[config.mk]
export PLATFORM = sky130hd
export DESIGN_NAME = arb_mux
export DESIGN_NICKNAME = d
export VERILOG_FILES = /design/src/rtl/arb_mux.sv
export SDC_FILE = /design/constraint.sdc
export NUM_CORES = 1
export LEC_CHECK = 0
export BUFFER_PORTS_ARGS = -buffer_cell sky130_fd_sc_hd__buf_2
export CAP_MARGIN = 20
export CORE_MARGIN = 2
export CORE_UTILIZATION = 44
export DETAILED_ROUTE_END_ITERATION = 12
export PLACE_DENSITY = 0.82
export SLEW_MARGIN = 20
export SYNTH_ARGS = -nofsm -noshare
export SYNTH_HDL_FRONTEND = slang
export SYNTH_SLANG_ARGS = --single-unit
[constraint.sdc]
create_clock -name clk -period 4.3 [get_ports clk]
set_input_delay 0.43 -clock clk [delete_from_list [all_inputs] [get_ports clk]]
set_output_delay 0.43 -clock clk [all_outputs]
set_load 0.05 [all_outputs]
[src/rtl/arb_mux.sv]
// N-channel arbitrating mux with a registered, channel-tagged output stage.
// Round-robin or fixed-priority pick; valid/ready on both sides.
module arb_mux #(
  parameter int NUM_CH     = 4,
  parameter int DATA_WIDTH = 32,
  parameter int ARB_MODE   = 0
) (
  input  logic                         clk,
  input  logic                         reset,
  input  logic [NUM_CH-1:0]            in_valid,
  input  logic [NUM_CH*DATA_WIDTH-1:0] in_data,
  output logic [NUM_CH-1:0]            in_ready,
  output logic                         out_valid,
  output logic [DATA_WIDTH-1:0]        out_data,
  output logic [$clog2(NUM_CH)-1:0]    out_ch,
  input  logic                         out_ready
);

  localparam int CW = $clog2(NUM_CH);

  logic [CW-1:0]         ptr_q, ptr_d;
  logic [CW-1:0]         base, idx, gidx;
  logic                  found;
  logic [NUM_CH-1:0]     grant;
  logic                  load_en, xfer;
  logic [DATA_WIDTH-1:0] ch_data [NUM_CH];

  logic                  valid_q, valid_d;
  logic [DATA_WIDTH-1:0] data_q, data_d;
  logic [CW-1:0]         ch_q, ch_d;

  always_comb begin
    for (int i = 0; i < NUM_CH; i++) begin
      ch_data[i] = in_data[i*DATA_WIDTH +: DATA_WIDTH];
    end
  end

  // Fixed priority is just a search that always starts at channel 0.
  assign base = (ARB_MODE == 1) ? '0 : ptr_q;

  always_comb begin
    grant = '0;
    gidx  = '0;
    idx   = '0;
    found = 1'b0;
    for (int k = 0; k < NUM_CH; k++) begin
      idx = base + CW'(k);
      if (!found && in_valid[idx]) begin
        grant[idx] = 1'b1;
        gidx       = idx;
        found      = 1'b1;
      end
    end
  end

  assign load_en  = !valid_q || out_ready;
  assign in_ready = (load_en && !reset) ? grant : '0;
  assign xfer     = |in_ready;

  always_comb begin
    valid_d = valid_q;
    data_d  = data_q;
    ch_d    = ch_q;
    ptr_d   = ptr_q;
    if (xfer) begin
      valid_d = 1'b1;
      data_d  = ch_data[gidx];
      ch_d    = gidx;
      if (ARB_MODE == 0) begin
        ptr_d = gidx + 1'b1;
      end
    end else if (out_ready) begin
      valid_d = 1'b0;
    end
  end

  always_ff @(posedge clk or posedge reset) begin
    if (reset) begin
      valid_q <= 1'b0;
      data_q  <= '0;
      ch_q    <= '0;
      ptr_q   <= '0;
    end else begin
      valid_q <= valid_d;
      data_q  <= data_d;
      ch_q    <= ch_d;
      ptr_q   <= ptr_d;
    end
  end

  assign out_valid = valid_q;
  assign out_data  = data_q;
  assign out_ch    = ch_q;

endmodule

# Word-level counts from Yosys, hierarchy flattened
# Cells that the tools add are included.
dict set report totals {
  reg_bits 37
  in_bits 135
  output_inout_bits 39
  wordCells 70
}
dict set report op_classes {
  add_sub_neg 4
  n_lt_le_gt_ge 9
  muxes 33
  bitwise_logic 4
  n_reduce_logical 16
}
# op count
set ops {}
lappend ops {{32-bit binary-select mux with 2-bit select} 1}
lappend ops {{32-bit two-way mux} 2}
lappend ops {{4-bit two-way mux} 5}
lappend ops {{1-bit two-way mux} 13}
lappend ops {{2-bit by 3-bit < comparator with 1-bit output, second input constant} 4}
lappend ops {{4-bit OR} 3}
lappend ops {{1-bit binary-select mux with 2-bit select} 4}
lappend ops {{1-bit demux with 2-bit select} 4}
lappend ops {{2-bit by 1-bit >= comparator with 1-bit output, second input constant} 4}
lappend ops {{1-bit logical AND} 8}
lappend ops {{2-bit two-way mux} 4}
lappend ops {{1-bit logical NOT} 5}
lappend ops {{2-bit by 1-bit adder with 2-bit output, second input constant} 2}
lappend ops {{2-bit adder, second input constant} 2}
lappend ops {{4-bit OR reduction} 1}
lappend ops {{3-bit >= comparator, second input constant} 1}
lappend ops {{2-bit NOT with 3-bit output} 1}
lappend ops {{2-bit nonzero test} 1}
lappend ops {{1-bit logical OR} 1}

# Depth between registers and ports, before layout
dict set report depth {
  ltp_word 16
  depth_mapped 11
  depth_no_buf 9
}

# Least setup slack after synthesis
# OpenSTA, ideal clock, no wires.
dict set report synth_timing {
  path_type {register to register}
  start {register ptr_q[1] (netlist: base[1])}
  end {register ptr_q[0] (netlist: base[0])}
  setup_time_ns 0.125
  t_arrival_ns 3.100
  t_required_ns 4.175
  path_slack_ns 1.075
  stages_incl_launch_ff 11
  path_cell_list {dfrtp_1 -> inv_1 -> ha_1 -> mux2_2 -> and3_1 -> a211o_1 -> a21o_1 -> a222oi_1 -> a31oi_2 -> buf_6 -> mux2_4}
}
dict set report synth_between {
  elab_chain_cells 14
}
# item line
set synth_rtl {}
lappend synth_rtl {{from (decl)} 21} ;# logic [CW-1:0] ptr_q, ptr_d;
lappend synth_rtl {{from (signal assigned)} 87} ;# ptr_q <= ptr_d;
lappend synth_rtl {{parallel branches: the longest is 14 deep, another holds 2-bit by 3-bit < comparator with 1-bit output} -}
# Parallel ways; which one is timed is not known. The select of a mux whose other input is x is not followed.
# A chain may end at the register's enable or synchronous reset.

# Worst setup path in the final report
dict set report layout_timing {
  start {register ptr_q[1] (netlist: base[1])}
  end {register data_q[27] (netlist: out_data[27])}
}
dict set report layout_between {
  elab_chain_cells 16
}
# item line
set layout_rtl {}
lappend layout_rtl {{parallel branches: the longest is 16 deep, another holds 2-bit by 3-bit < comparator with 1-bit output} -}
lappend layout_rtl {{to (signal assigned)} 85} ;# data_q <= data_d;
lappend layout_rtl {{to (decl)} 29} ;# logic [DATA_WIDTH-1:0] data_q, data_d;
# Parallel ways; which one is timed is not known. The select of a mux whose other input is x is not followed.

==> results.md <==
* Vias in the first global route at 2614
* Worst vdd ir at 0.522 mV
* Post-synthesis sequential element count at 37
* CP arrival at 4040 ps
* Gpl congestion at 0.916
* I/O pin total at 174
* Initial core utilization at 45.1%
* Final min period at 3880 ps
* FP Rows at 29
* Crit share post-route at 90.2%
* Area of the core at 6280 um2
* First-pass detailed-route iteration total at 6
* Die width at 84.2 um
* DP HPWL at 5970 um
* Total Nets Final at 518
* Final Util at 61.6%
* Data required time of the critical path at 4470 ps
* Global-route wire length before repair at 12300 um
* CTS tree: built
* DR vias at 2476
* Largest cells by area after synthesis: dfrtp_1, mux4_2, mux2_4
* Synth top area share at 32.7%
* GRT Resource Usage Total at 21.8%
* Distinct cells, synth at 37
* CTS root buf: clkbuf_8
* DIE AREA at 7090 um2
* Final Slew Violations at 0
* Design area at 3870 um2
* Synthesized cell area at 2830 um2
* Port bufs at 173
* Layout cell share with drive strength beyond 1 at 68.7%
* Overflow after GRT at 0
* Reg clk slew, reported paths at 70 ps
* Multi-input gate area at 1800 um2
* CTS resizes at 0
* Slew @ Worst Pin at 709 ps
* CP startpoint kind: register
* Synthesized instance count at 207
* Routed wire length at 7520 um
* Die Ht at 84.2 um
* Hold Buf Count CTS at 0
* Initial drt markers at 117
* Slew HR at 52.7%
* Post-CTS Setup Inserts at 0
* Syn avg cell area at 13.7 um2
* Initial antenna violation count at 1
* H-tree depth at 2
* Setup violators final at 0
* Synth-to-layout area growth at 36.7%
* Synth Net Count at 349
* Status: complete, no violations
* CTS buffer count at 5
* Drt wl/cell at 16.6 um
* Crit Path Max Fanout at 36
* Pwr Density at 927 nW/um2
* FMAX at 258 MHz
* Max Cap Viol at 0
* Final hold violations at 0
* Post-route ant nets at 0
* Worst-Skew Late Latency at 280 ps
* Yosys warning count at 0
* Worst Hold Class: in -> async
* Max clock buf depth at 2
* Clock skew after layout at 5.78 ps
* Worst setup path class: reg -> reg
* Residual DRC at 0
* Register Area at 926 um2
* Worst hold margin at 258 ps
* Area leader, netlist: dfrtp_1
* Commonest cells after routing, fill and taps aside: buf_2, dfrtp_1, mux4_2, mux2_4, nand2_1
* Vias per cell at 5.45
* Post-synthesis sequential area ratio at 32.7%
* CP Capture Type: register
* Sink Count at 37
* # fillers at 508
* Post-Route Setup TNS at 0 ps
* Leakage at 0.00191 uW
* Number of inserted diodes at 0
* Overall power at 3580 uW
* Unrepaired setup endpoints after global routing: no
* Most common cell after layout, fill and taps aside: buf_2
* Pin count of the biggest net entering global routing at 39
* Placed instance area at 3750 um2
synth_stat cells (all sizes together):
cell type and n:
a22o 1, nor2b 2, and3b 1, a21oi 6, a221o 1, a21o 1
o211ai 2, clkbuf 7, or3 1, xnor2 1, a31oi 1, buf 9
nor3 2, nor3b 1, inv 6, and3 2, nor4 1, or4 1
a22oi 1, o31ai 1, nand2 11, a21bo 2, mux4 32, o41ai 1
a2bb2oi 1, a222oi 2, dfrtp 37, nor2 7, ha 7, mux2 37
a211o 1, mux2i 7, nand2b 4, o21ai 10
logic make-up (layout without fill, tap and decap cells):
logic type	count (synthesis)	count (layout)	share of synthesized area (%)
multiplexers	76	76	46.3
flip-flops	37	37	32.7
AND/OR/NAND/NOR	33	33	5.79
AO/OA/AOI/OAI	31	31	7.87
buffers and inverters	22	192	3.94
adder cells (fa/ha/maj)	7	7	3.10
XOR/XNOR	1	1	0.310
area by class of cell:
type,instances,area share (%)
inverters,6,0.583
clock buffers,7,2.23
well taps,77,2.49
repair buffers,178,23.4
flip-flops and latches,37,23.9
clock inverters,1,0.777
multi-input cells,148,46.6
flip-flops by register name, summed over array words and instances (netlist names):
name       count
out_data      32
out_valid      1
out_ch         2
base           2
through the flow:
stage	instances	setup slack [ps]
detailed placement	446	438
finish	454	423
global placement	446	637
floorplan	207	1080
global route	454	77.9
CTS	454	425
metal layers:
layer	global-route usage [%]	share of wire (%)	wire, um	vias up
met3	5.31	8.0	602	7
met1	26.3	38	2840	1193
li1	-	-	-	1146
met5	0	0.15	11	-
met4	4.11	0.68	51	2
met2	40.0	53	4020	128
path summary, 6_finish.rpt:
check	from	end	slack (ps)	depth (start not counted)
max in group asynchronous	reset	out_data[3]	3700	3
hold / removal	reset	out_data[5]	260	3
hold reg to reg	out_data[5]	out_data[5]	500	1
setup reg to reg	base[1]	out_data[27]	420	10
min in group clk	reset	out_valid	350	2
setup / recovery	base[1]	out_data[27]	420	10
where the power goes:
| group | internal [uW] | switching [uW] | total (uW) |
|---|---|---|---|
| clock | 189 | 119 | 308 |
| sequential | 538 | 110 | 648 |
| combinational | 1120 | 1510 | 2630 |
| total | 1850 | 1730 | 3580 |
critical path: stages, from the launching register on:
cell      delay [ps]
dfrtp_1          520
inv_1            190
ha_1             620
mux2_2           400
and3_1           180
a211o_1          260
a21o_1           190
a222oi_1         560
a31oi_4          130
buf_4            340
mux2_4           370
(Power assumes the default switching activity.)
